<file path="src/rtl/seq_mag_comparator.sv">
// Multi-cycle magnitude comparator: walks DIGIT bits per clock from the MSB and stops at the first unequal digit.
// Optional SIGNED_CMP_EN: treat operands as two's complement by flipping the MSB as they are latched.

module seq_mag_comparator #(
  parameter  int WIDTH = 8,
  parameter  int DIGIT = 2,
  localparam int NDIG  = WIDTH / DIGIT,
  localparam int CW    = $clog2(NDIG + 1)
) (
  input  logic             clk,
  input  logic             rst,
  input  logic             start,
  input  logic [WIDTH-1:0] a,
  input  logic [WIDTH-1:0] b,
  output logic             busy,
  output logic             done,
  output logic             a_eq_b,
  output logic             a_gt_b,
  output logic             a_lt_b,
  output logic [CW-1:0]    cycles
);

  // state  | meaning
  // IDLE   | waiting for start, last result held
  // CMP    | comparing digit idx, one digit per clock
  // DONE   | one-cycle done pulse, start accepted here too
  localparam logic [1:0] S_IDLE = 2'd0;
  localparam logic [1:0] S_CMP  = 2'd1;
  localparam logic [1:0] S_DONE = 2'd2;

  localparam int IW = (NDIG > 1) ? $clog2(NDIG) : 1;

`ifdef SIGNED_CMP_EN
  localparam logic [WIDTH-1:0] SGN_MASK = WIDTH'(1) << (WIDTH - 1);
`endif

  logic [1:0]       state_q, state_d;
  logic [WIDTH-1:0] a_q, a_d;
  logic [WIDTH-1:0] b_q, b_d;
  logic [IW-1:0]    idx_q, idx_d;
  logic             eq_q, eq_d;
  logic             gt_q, gt_d;
  logic             lt_q, lt_d;
  logic [CW-1:0]    cycles_q, cycles_d;
  logic [DIGIT-1:0] dig_a, dig_b;

  assign dig_a = a_q[int'(idx_q) * DIGIT +: DIGIT];
  assign dig_b = b_q[int'(idx_q) * DIGIT +: DIGIT];

  always_comb begin
    state_d  = state_q;
    a_d      = a_q;
    b_d      = b_q;
    idx_d    = idx_q;
    eq_d     = eq_q;
    gt_d     = gt_q;
    lt_d     = lt_q;
    cycles_d = cycles_q;
    case (state_q)
      S_IDLE, S_DONE: begin
        if (start) begin
`ifdef SIGNED_CMP_EN
          a_d = a ^ SGN_MASK;
          b_d = b ^ SGN_MASK;
`else
          a_d = a;
          b_d = b;
`endif
          idx_d    = IW'(NDIG - 1);
          eq_d     = 1'b0;
          gt_d     = 1'b0;
          lt_d     = 1'b0;
          cycles_d = '0;
          state_d  = S_CMP;
        end else begin
          state_d = S_IDLE;
        end
      end
      S_CMP: begin
        cycles_d = cycles_q + CW'(1);
        if (dig_a > dig_b) begin
          gt_d    = 1'b1;
          state_d = S_DONE;
        end else if (dig_a < dig_b) begin
          lt_d    = 1'b1;
          state_d = S_DONE;
        end else if (idx_q == '0) begin
          eq_d    = 1'b1;
          state_d = S_DONE;
        end else begin
          idx_d = idx_q - IW'(1);
        end
      end
      default: state_d = S_IDLE;
    endcase
  end

  always_ff @(posedge clk or posedge rst) begin
    if (rst) begin
      state_q  <= S_IDLE;
      a_q      <= '0;
      b_q      <= '0;
      idx_q    <= '0;
      eq_q     <= 1'b0;
      gt_q     <= 1'b0;
      lt_q     <= 1'b0;
      cycles_q <= '0;
    end else begin
      state_q  <= state_d;
      a_q      <= a_d;
      b_q      <= b_d;
      idx_q    <= idx_d;
      eq_q     <= eq_d;
      gt_q     <= gt_d;
      lt_q     <= lt_d;
      cycles_q <= cycles_d;
    end
  end

  assign busy   = (state_q == S_CMP);
  assign done   = (state_q == S_DONE);
  assign a_eq_b = eq_q;
  assign a_gt_b = gt_q;
  assign a_lt_b = lt_q;
  assign cycles = cycles_q;

endmodule

</file>
<file path="config.mk">
export PLATFORM = sky130hd
export DESIGN_NAME = seq_mag_comparator
export DESIGN_NICKNAME = d
export VERILOG_FILES = /design/src/rtl/seq_mag_comparator.sv
export SDC_FILE = /design/constraint.sdc
export NUM_CORES = 1
export LEC_CHECK = 0
export ABC_AREA = 1
export CAP_MARGIN = 10
export CORE_MARGIN = 5
export CORE_UTILIZATION = 49
export CTS_CLUSTER_SIZE = 25
export DETAILED_ROUTE_END_ITERATION = 10
export PLACE_DENSITY = 0.88
export SLEW_MARGIN = 20
export SYNTH_ARGS = -nofsm -noshare
export SYNTH_HDL_FRONTEND = slang
export SYNTH_SLANG_ARGS = --single-unit
</file>
<file path="constraint.sdc">
create_clock -name clk -period 2.1 [get_ports clk]
set_input_delay 0.42 -clock clk [delete_from_list [all_inputs] [get_ports clk]]
set_output_delay 0.42 -clock clk [all_outputs]
set_load 0.05 [all_outputs]
</file>
# Word level (Yosys, flattened, before mapping)
# Index checks and enable logic that the tools add are counted.
# word_totals
output_inout_bits	8
regBits	26
# classes
n_reduce_logical	10
eq_ne	10
order_cmp	2
shift	2
addsub	2
mux	22
# ops
cell	n
$shiftx 8x4->2	2
$mux 2	7
$reduce_and 5->1	2
$mux 1	8
$ne 2x2->1 const B	4
$pmux 2 s2	2
$ne 2x1->1 const B	3
$pmux 1 s2	3
$pmux 3 s2	1
$logic_not 2->1	2
$ne 4x1->1 const B	1
$reduce_and 2->1	2
$reduce_and 4->1	1
$add 3x1->3 const B	1
$mux 3	1
$reduce_and 3->1	1
$eq 2x1->1 const B	1
$eq 2x2->1 const B	1
$gt 2x2->1	1
$lt 2x2->1	1
$reduce_bool 2->1	1
$reduce_or 2->1	1
$sub 2x1->2 const B	1

# Longest topological paths before layout
# logic_depth
depth_word	5
mapped_depth	11
depth_no_buf	11

# Worst setup path before layout
# OpenSTA, ideal clock, no wires.
# synth_path
path_kind	flip-flop to flip-flop
start	register idx_q[0]
end	register eq_q (netlist: a_eq_b)
arrival_ps	1563
slack_ps	459
required_time_ps	2023
period_less_slack_ps	1641
setup_time_ps	77
path_stages_with_launch	10
path_cell_list	dfrtp_1 > buf_2 > o21ai_0 > o22ai_1 > ha_1 > nand2_1 > nand2_1 > a21oi_1 > nand2_1 > a21oi_1
# synth_via
elab_chain_len	4
elab_cells_between_ends	9
classes_between	order compare (2); eq/ne (3); shift (2); reduce/logical (2)
# synth_lines
element	line_no	source
start, declared	40	logic [IW-1:0] idx_q, idx_d;
start signal, assigned	112	idx_q <= idx_d;
$shiftx 8x4->2, on equally long branches	47, 48	
$lt 2x2->1 or $gt 2x2->1 (tied branches)	84, 81	
$ne 2x2->1 (no source line)	--	
$reduce_and 5->1 (no source line) *	--	
end signal, assigned	113	eq_q <= eq_d;
end, declared	41	logic eq_q, eq_d;
# Mark *: on every way between the ends. The rest lies on a longest branch, timed or not.
# A chain may end at the register's enable or synchronous reset.

# Worst setup path in the final report
# layout_path
start	register cycles_q[1] (netlist: cycles[1])
end	output port cycles[1]
# layout_lines
element	line_no	source
start, declared	44	logic [CW-1:0] cycles_q, cycles_d;
start signal, assigned	116	cycles_q <= cycles_d;
end, declared	20	output logic [CW-1:0] cycles
# No word-level cell between the ends.

==> impl_metrics.yaml <==
critical_path:
  worstPathCellList: "clkdlybuf4s50_1"
  rrSetupSlack_ns: 0.25
  crit_path_max_incr_delay_ns: 0.85
  critical_path.slowest_cell: "clkdlybuf4s50_1"
  r2r_start: "idx_q[0]"
  startpoint_type: "register"
  crit_fanout: 3
  path_buf_inv: 1
  path_class: "reg2out"
  worst-path-stages: 1
  required_ns: 1.68
  cp_data_arrival_time_ns: 1.57
  reg2regPathDepth: 10
  r2r-end: "idx_q[0]"
  cpLargestDelayFamily: "buffers and inverters"
  worstSetupEndpointType: "primary output"
logic_synthesis:
  yosysTopAreaCell: "dfrtp_1"
  synth_top_area_share_pct: 51.54
  yosysMostFrequentCell: "nand2_1"
  synthTopCellsByArea: "dfrtp_1 52%, nand2_1 20%, ha_1 4.0%"
  syn_inst: 154
  synth_edf_count: 0
  netlist_area_sq_um: 1262
  ys_warn_count: 0
  ys_ff_latch: 26
  syn_nets: 177
  yosysSeqAreaShare_pct: 51.54
  synthTopCellsByCount: "66 x nand2_1, 26 x dfrtp_1, 11 x inv_1, 10 x nor2_1, 8 x o21ai_0"
  syn_avg_cell_area_sq_um: 8.198
  synth_flop_cell: "dfrtp_1"
  async_flop_share_pct: 100.0
  synth_cell_type_count: 23
die:
  die-height_um: 60.76
  initial_core_util_pct: 50.96
  dieArea_sq_um: 3692
  core.rowCount: 18
  fp.dieW_um: 60.76
  pin_count: 27
  core_sq_um: 2477
clock_network:
  cts.sinks: 26
  h-tree-depth: 1
  clock_latency_ns: 0.31
  post_cts_buffers: 0
  hold_buffers: 0
  clk_pin_slew_worst_paths_ns: 0.13
  cts.path.max_buffers: 2
  cts_buffers: 3
  post_cts_resized: 0
  cts_tree: "yes"
  cts-root-buf: "clkbuf_4"
power_and_ir_drop:
  power_frac_comb_pct: 55.2
  p_int_mw: 1.302
  pwr-share-seq_pct: 34.8
  p_leak_nw: 0.8050
  switching_share_pct: 47.50
  power_density_nw_per_um2: 1565
  ir_drop_uv: 967.3
  finalPower_mw: 2.480
  p_clk_share_pct: 10.0
  switching_power_mw: 1.178
place:
  portBuffers: 26
  postPlaceCellArea_sq_um: 1549
  dp_cells: 209
  globalplace.congestion: 0.9036
  place_ws_ns: 0.2503
  dp_hpwl_um: 1946
cells_and_area:
  final_cells: 213
  diodes: 0
  final_util_pct: 63.99
  regArea_sq_um: 650.6
  fin_nets: 207
  areaGrowthSynthToFinish_pct: 25.57
  fin_area_sq_um: 1585
  multi_input_area_sq_um: 525.5
  drive_gt1_share_pct: 8.197
  fillers: 215
timing:
  hold_ws_ns: 0.4373
  hold_violations: 0
  tns_ns: 0
  rsz0062_at_grt: "no"
  clock_skew_ns: 0.003015
  period_share_pct: 94.83
  relSlewSlack_pct: 63.85
  fmax_mhz: 502.2
  tightest_slew_ns: 0.5405
  worst_slack_ns: 0.1086
  setup_viol: 0
  drv_slew: 0
  fin_crit_ns: 1.991
route:
  wl_um: 2484
  viasPerCell: 4.977
  dr.pass1.iters: 4
  wl_per_cell_um: 11.66
  ant_nets: 0
  drtIter0Drc: 15
  remaining_drc_errors: 0
  vias: 1060
global_route:
  grt_pass1_vias: 1053
  grt_pass1_wl_um: 4353
  antenna_found_initial: 0
  grt_usage_pct: 15.64
  grt-ovfl-total: 0
  grt_max_degree: 27
hold_path:
  hp-class: "in2async"
outcome:
  status: "finished clean"
job:
  max-cap-violations: 0
==> routing by layer <==
metal | vias up | wire length (um) | track usage, % | share of wire (%)
li1 | 544 | - | - | -
met1 | 496 | 1101 | 19.76 | 44
met2 | 16 | 1263 | 26.87 | 51
met3 | 4 | 70 | 1.915 | 2.8
met4 | 0 | 49 | 6.811 | 2.0
met5 | - | 0 | 0 | 0
==> cells in the final DEF (no fill, tap or decap) <==
master	count
or2_1	1
clkinv_1	1
ha_1	4
nor2_1	10
a31oi_1	1
inv_1	11
dfrtp_1	26
nor2_4	1
o21ai_0	8
o22ai_1	2
clkbuf_4	3
a21oi_1	5
clkbuf_8	1
buf_4	5
o21ai_1	2
nand3_1	6
nand2_4	1
nand4_4	1
nand2_2	1
clkinv_4	1
clkdlybuf4s50_1	24
inv_2	1
nand2_1	66
a32o_1	1
==> final cells by class <==
type / count / share of cell area (%)
clock buffer: 4 / 2.289
inverter: 14 / 3.631
timing repair buffer: 29 / 17.52
tap: 30 / 2.368
multi-input combinational: 110 / 33.15
sequential: 26 / 41.04
==> flip-flops by register name (all words and copies together), names as in the netlist <==
name	cells
a_q	8
a_eq_b	1
cycles	3
b_q	8
a_gt_b	1
state_q	2
idx_q	2
a_lt_b	1
==> worst max-delay path by stage <==
stage          startpoint        end  slack (ns)
4_1_cts         cycles[1]  cycles[1]        0.12
2_1_floorplan    idx_q[0]     a_eq_b        0.46
5_1_grt          idx_q[0]     a_eq_b        0.06
6_report        cycles[1]  cycles[1]        0.11
3_5_place_dp     idx_q[0]   idx_q[0]        0.25
3_3_place_gp     idx_q[0]     a_eq_b        0.35
==> power by group through the flow <==
stage          Clock, mW  Combinational (mW)  Sequential (mW)
4_1_cts            0.253                1.38            0.864
3_3_place_gp           0                1.33            0.868
3_5_place_dp           0                1.38            0.875
5_1_grt            0.267                1.55            0.896
6_report           0.248                1.37            0.864
2_1_floorplan          0               0.910            0.988
==> cell families (layout without fill, tap and decap cells) <==
| family | count (synthesis) | count (layout) | synth area share (%) |
|---|---|---|---|
| and+or+nand+nor | 87 | 87 | 29.44 |
| DFF | 26 | 26 | 51.54 |
| adders and majority gates | 4 | 4 | 3.964 |
| buffers and inverters | 18 | 47 | 6.838 |
| AOI/OAI and AO/OA | 19 | 19 | 8.226 |
(Power assumes the default switching activity.)
